--- src/rtl/secded16_encoder_pipe.sv ---
// secded16_encoder_pipe
// Two-stage pipelined SEC/DED encoder for 16-bit data words. It produces a
// 22-bit extended-Hamming codeword with 5 check bits at positions 1, 2, 4, 8
// and 16, and an overall even-parity bit in bit 0. A test-only mask can be
// XORed onto the codeword so that the downstream checker can be exercised.
//
// Ports:
//   clk        rising-edge clock
//   rst        asynchronous active-high reset
//   in_valid   input word valid
//   in_ready   encoder can take a word this cycle (combinational from out_ready)
//   in_data    16-bit data word, bit 0 is d0
//   inj_mask   22-bit error-injection mask, sampled with in_data
//   inj_en     enables inj_mask; when low the mask is treated as zero
//   out_valid  codeword valid
//   out_ready  downstream accepts the codeword
//   out_code   22-bit codeword after error injection
//   out_inj    presented codeword carries a nonzero injected mask
//   word_cnt   saturating count of codewords accepted downstream
//   cnt_clr    synchronous clear of word_cnt, wins over an increment
module secded16_encoder_pipe #(
    parameter int PIPE_STAGES = 2,
    parameter int CNT_W       = 16
) (
    input  logic             clk,
    input  logic             rst,
    input  logic             in_valid,
    output logic             in_ready,
    input  logic [15:0]      in_data,
    input  logic [21:0]      inj_mask,
    input  logic             inj_en,
    output logic             out_valid,
    input  logic             out_ready,
    output logic [21:0]      out_code,
    output logic             out_inj,
    output logic [CNT_W-1:0] word_cnt,
    input  logic             cnt_clr
);

    // Only the two-stage arrangement is implemented.
    if (PIPE_STAGES != 2) begin : g_unsupported_stages
        $error("secded16_encoder_pipe supports PIPE_STAGES == 2 only");
    end

    localparam logic [CNT_W-1:0] CNT_MAX = {CNT_W{1'b1}};
    localparam logic [CNT_W-1:0] CNT_ONE = {{(CNT_W-1){1'b0}}, 1'b1};

    // Extended-Hamming encode. Data bits fill the non-power-of-two positions;
    // each check mask selects the positions whose index has bit k set. The
    // masks are applied to the data-only word, so check positions read as 0.
    function automatic logic [21:0] secded_encode(input logic [15:0] d);
        logic [21:0] data_w;
        logic [21:0] code_w;
        data_w     = 22'd0;
        data_w[3]  = d[0];
        data_w[5]  = d[1];
        data_w[6]  = d[2];
        data_w[7]  = d[3];
        data_w[9]  = d[4];
        data_w[10] = d[5];
        data_w[11] = d[6];
        data_w[12] = d[7];
        data_w[13] = d[8];
        data_w[14] = d[9];
        data_w[15] = d[10];
        data_w[17] = d[11];
        data_w[18] = d[12];
        data_w[19] = d[13];
        data_w[20] = d[14];
        data_w[21] = d[15];
        code_w     = data_w;
        code_w[1]  = ^(data_w & 22'h2AAAAA);
        code_w[2]  = ^(data_w & 22'h0CCCCC);
        code_w[4]  = ^(data_w & 22'h30F0F0);
        code_w[8]  = ^(data_w & 22'h00FF00);
        code_w[16] = ^(data_w & 22'h3F0000);
        // Overall parity makes the complete 22-bit word even.
        code_w[0]  = ^code_w[21:1];
        return code_w;
    endfunction

    logic             s1_valid_q, s1_valid_d;
    logic [15:0]      s1_data_q,  s1_data_d;
    logic [21:0]      s1_mask_q,  s1_mask_d;
    logic             s2_valid_q, s2_valid_d;
    logic [21:0]      s2_code_q,  s2_code_d;
    logic             s2_inj_q,   s2_inj_d;
    logic [CNT_W-1:0] cnt_q,      cnt_d;

    logic in_fire;
    logic out_fire;
    logic s1_adv;

    // Handshake qualifiers shared by both stages.
    always_comb begin
        in_ready = (~s1_valid_q) | (~s2_valid_q) | out_ready;
        in_fire  = in_valid & in_ready;
        out_fire = s2_valid_q & out_ready;
        s1_adv   = s1_valid_q & ((~s2_valid_q) | out_ready);
    end

    // Stage 1: capture the data word and the effective injection mask.
    always_comb begin
        s1_valid_d = s1_valid_q;
        s1_data_d  = s1_data_q;
        s1_mask_d  = s1_mask_q;
        if (in_fire) begin
            s1_valid_d = 1'b1;
            s1_data_d  = in_data;
            s1_mask_d  = inj_en ? inj_mask : 22'd0;
        end else if (s1_adv) begin
            s1_valid_d = 1'b0;
        end else begin
            s1_valid_d = s1_valid_q;
        end
    end

    // Stage 2: encode, apply the mask, hold while downstream stalls.
    always_comb begin
        s2_valid_d = s2_valid_q;
        s2_code_d  = s2_code_q;
        s2_inj_d   = s2_inj_q;
        if (s1_adv) begin
            s2_valid_d = 1'b1;
            s2_code_d  = secded_encode(s1_data_q) ^ s1_mask_q;
            s2_inj_d   = |s1_mask_q;
        end else if (out_ready) begin
            s2_valid_d = 1'b0;
        end else begin
            s2_valid_d = s2_valid_q;
        end
    end

    // Saturating transfer counter; clear beats increment.
    always_comb begin
        cnt_d = cnt_q;
        if (cnt_clr) begin
            cnt_d = {CNT_W{1'b0}};
        end else if (out_fire && (cnt_q != CNT_MAX)) begin
            cnt_d = cnt_q + CNT_ONE;
        end else begin
            cnt_d = cnt_q;
        end
    end

    // Pipeline and counter registers.
    always_ff @(posedge clk or posedge rst) begin
        if (rst) begin
            s1_valid_q <= 1'b0;
            s1_data_q  <= 16'd0;
            s1_mask_q  <= 22'd0;
            s2_valid_q <= 1'b0;
            s2_code_q  <= 22'd0;
            s2_inj_q   <= 1'b0;
            cnt_q      <= {CNT_W{1'b0}};
        end else begin
            s1_valid_q <= s1_valid_d;
            s1_data_q  <= s1_data_d;
            s1_mask_q  <= s1_mask_d;
            s2_valid_q <= s2_valid_d;
            s2_code_q  <= s2_code_d;
            s2_inj_q   <= s2_inj_d;
            cnt_q      <= cnt_d;
        end
    end

    assign out_valid = s2_valid_q;
    assign out_code  = s2_code_q;
    assign out_inj   = s2_inj_q;
    assign word_cnt  = cnt_q;

endmodule
--- config.mk ---
export PLATFORM = sky130hd
export DESIGN_NAME = secded16_encoder_pipe
export DESIGN_NICKNAME = d
export VERILOG_FILES = /design/src/rtl/secded16_encoder_pipe.sv
export SDC_FILE = /design/constraint.sdc
export NUM_CORES = 1
export LEC_CHECK = 0
export CORE_MARGIN = 3
export CORE_UTILIZATION = 46
export DETAILED_ROUTE_END_ITERATION = 12
export DONT_BUFFER_PORTS = 1
export GPL_TIMING_DRIVEN = 0
export PLACE_DENSITY = 0.66
export REMOVE_ABC_BUFFERS = 1
export SKIP_CTS_REPAIR_TIMING = 1
export SLEW_MARGIN = 0
export SYNTH_ARGS = -nofsm -noshare
export SYNTH_HDL_FRONTEND = slang
export SYNTH_SLANG_ARGS = --single-unit
--- constraint.sdc ---
create_clock -name clk -period 2.8 [get_ports clk]
set_input_delay 0.56 -clock clk [delete_from_list [all_inputs] [get_ports clk]]
set_output_delay 0.56 -clock clk [all_outputs]
set_load 0.02 [all_outputs]
==> Flow_metrics.wiki <==
{| class="wikitable"
! Metric !! Value
|-
| Data arrival at the endpoint of the critical path || 2.13 ns
|-
| FFs w/ async S/R, synth || 1.00
|-
| Most common cell after layout, fill and taps aside || sky130_fd_sc_hd__dfrtp_1
|-
| Later-pin clock latency in the skew report || 0.34 ns
|-
| Floorplan core area || 0.00777 mm²
|-
| Reg-to-reg setup timing slack || 0.94 ns
|-
| Cell taking the most area after synthesis || sky130_fd_sc_hd__dfrtp_1
|-
| Number of rows in the core area || 32
|-
| Sw power || 1.03 mW
|-
| Required time of the critical path || 3.07 ns
|-
| Number of diodes || 0
|-
| Count of cell types in the netlist || 36
|-
| Share of the cycle needed by the critical path after routing || 0.663
|-
| Clk Tree Root Cell || sky130_fd_sc_hd__clkbuf_8
|-
| Area of combinational cells with multiple inputs || 0.00167 mm²
|-
| Post-synthesis compound-gate area fraction || 0.0821
|-
| Slew @ Worst Pin || 0.720 ns
|-
| Half-perimeter wire length after placement || 5280 µm
|-
| Slowest library cell on the worst path || sky130_fd_sc_hd__dfrtp_1
|-
| Max-slew headroom || 0.518
|-
| Post-synthesis share of cell area spent on xor and xnor gates || 0.159
|-
| DIE WIDTH || 95.7 µm
|-
| Synth area leaders || sky130_fd_sc_hd__dfrtp_1, sky130_fd_sc_hd__xnor2_1, sky130_fd_sc_hd__nand2_1
|-
| Fin Clk Skew || 0.0115 ns
|-
| NumNets Final || 401
|-
| Clock share of power || 0.268
|-
| Clock buffers created by TritonCTS || 9
|-
| Combinational Power Share || 0.208
|-
| Simple-gate share of the synthesized area || 0.154
|-
| Average footprint of a synthesized cell || 10.4 µm²
|-
| Dominant combinational cell family by area after synthesis || XOR/XNOR gates
|-
| Number of H-tree branching levels || 3
|-
| Per-cell routed wire length || 15.9 µm
|-
| Clk pin slew, worst setup/hold paths || 0.08 ns
|-
| Total Power || 3.14 mW
|-
| Die span in y || 95.7 µm
|-
| Placed Cells || 447
|-
| Overall routed net length || 7380 µm
|-
| Leading register cell type out of synthesis || sky130_fd_sc_hd__dfrtp_1
|-
| Detailed router's first-iteration violation count || 59
|-
| Synth-to-Final Area Change || 8.78%
|-
| Clock tree buffer depth || 2
|-
| Initial antenna violation count || 0
|-
| Register area share after synthesis || 0.534
|-
| Synth warnings || 0
|-
| Max Cap Violations || 0
|-
| Number of cells produced by synthesis || 357
|-
| Setup repair after global routing missed its margin || no
|-
| Post-layout minimum cycle time || 1.86 ns
|-
| Worst IR drop on VDD || 0.477 mV
|-
| First-pass iteration count of the detailed router || 4
|-
| WS Path Type || reg2reg
|-
| Critical-path cell list || nand4_2 -> nor4_1 -> nand4_1 -> xor2_1 -> nor2_1
|-
| DRC violations left || 0
|-
| Post-synth top area share || 0.534
|-
| Max-slew violation count || 0
|-
| Most frequent cells in the layout || sky130_fd_sc_hd__dfrtp_1, sky130_fd_sc_hd__nand2_1, sky130_fd_sc_hd__xnor2_1
|-
| P_leak || 1.70 nW
|-
| Last weighted congestion value of the routability-driven placer || 0.808
|-
| Area of the mapped netlist || 0.00370 mm²
|-
| Highest clock frequency the design can meet || 538 MHz
|-
| Crit end category || register
|-
| Wire length of the first global-routing pass || 11800 µm
|-
| Internal cell power || 2.11 mW
|-
| Tot GR Track Use || 0.169
|-
| Register cell area after layout || 0.00198 mm²
|-
| Critical path's largest stage delay || 0.59 ns
|-
| Sort of element at the start of the critical path || register
|-
| Initial Util || 0.477
|-
| Multiplexer share of the synthesized area || 0.0513
|-
| Worst slack on hold paths || 0.0432 ns
|-
| Vias in the first global route || 2426
|-
| Via count || 2446
|-
| Worst setup slack before clock tree synthesis || 0.621 ns
|-
| Non-filler instance count after layout || 463
|-
| Aggregate negative setup slack || 0 ns
|-
| Flip-flop and latch count after synthesis || 79
|-
| Floorplan die area || 0.00917 mm²
|-
| Maximum fanout along the worst path || 7
|-
| Crit-path leading delay family || simple AND/OR/NAND/NOR gates
|-
| Switching share of total power || 0.329
|-
| Total power divided by cell area || 779 mW/mm²
|-
| Post-DRT Antenna Nets || 0
|-
| Largest net degree at the start of global routing || 59
|-
| Number of synthesized flops with an enable pin || 0
|-
| CTS tree || done
|-
| Final hold violations || 0
|-
| Number of sinks on the clock net || 79
|-
| Outcome || finished, final reports clean
|-
| Final global-route overflow total || 0
|-
| Min setup slack post-route || 0.943 ns
|-
| Post-layout instance area || 0.00403 mm²
|-
| Placed standard-cell area || 0.00383 mm²
|-
| Worst min-delay path category || in2async
|-
| Final design utilization || 0.519
|-
| Sum of buffers and inverters on the critical path || 0
|-
| Final setup violation count || 0
|-
| Layout fillers || 727
|-
| Post-Synth Adder-Cell Area || 0.00338
|-
| Avg Vias per Cell || 5.28
|-
| Fraction of power consumed by sequential logic || 0.525
|-
| Buffers on Ports || 0
|-
| Boundary Pins || 85
|-
| Layout cell share with drive strength beyond 1 || 0.114
|}
==> routing by layer <==
layer | part of all wire | wire length (µm) | vias to the layer above | global-route usage
li1 | - | - | 1202 | -
met1 | 0.41 | 3060 | 1169 | 0.198
met2 | 0.50 | 3680 | 66 | 0.285
met3 | 0.071 | 521 | 9 | 0.0555
met4 | 0.016 | 118 | 0 | 0.0711
met5 | 0 | 0 | - | 0
==> final timing paths <==
check                      cells past startpoint      endpoint         from
setup / recovery                               5  word_cnt[15]  word_cnt[6]
hold reg to reg                                1     out_valid   s1_valid_q
setup reg to reg                               5  word_cnt[15]  word_cnt[6]
hold / removal                                 1     out_valid          rst
max in group asynchronous                      2  s1_data_q[8]          rst
min in group clk                               1   word_cnt[0]      cnt_clr
==> worst register-to-register path: cells and delay by family, from the launching register on <==
kind                      cells  cell delay [ns]
xor gates and xnor gates      1             0.17
and+or+nand+nor               4             1.05
DFF                           1             0.59
==> cell usage after synthesis (all sizes together), types with 3 or more instances <==
master  instances
nand4           7
buf             5
clkbuf          9
dfrtp          79
nor2           17
and2            3
nor4            6
nand2b          3
nand2          74
and4            4
xnor2          48
o211ai          3
mux2           16
xor2           16
o21ai          48
==> cells by family (layout without fill, tap and decap cells) <==
family | after synthesis | in the layout
multiplexers | 17 | 17
adder cells (fa/ha/maj) | 1 | 1
flip-flops | 79 | 79
XOR/XNOR | 65 | 65
buffers and inverters | 15 | 19
AO/OA/AOI/OAI | 56 | 56
AND/OR/NAND/NOR | 124 | 124
==> power by group through the flow <==
stage                     combinational [mW]  sequential, mW  clock (mW)
after floorplan                        0.569            1.61           0
after CTS                              0.667            1.66       0.872
after global placement                 0.643            1.67           0
final                                  0.651            1.65       0.840
after detailed placement               0.666            1.68           0
after global routing                   0.741            1.68       0.920
==> registers in the layout, summed over array words and instances, names as in the netlist <==
register,cells
s1_valid_q,1
s1_data_q,16
out_valid,1
out_code,22
s1_mask_q,22
out_inj,1
word_cnt,16
==> layout make-up <==
type	instances	area share
sequential	79	0.491
multi-input combinational	263	0.415
clock buffer	10	0.0342
tap	102	0.0317
clock inverter	6	0.0149
timing repair buffer	2	0.0118
inverter	1	0.00155
No activity file was read; power rests on OpenSTA's default activity.
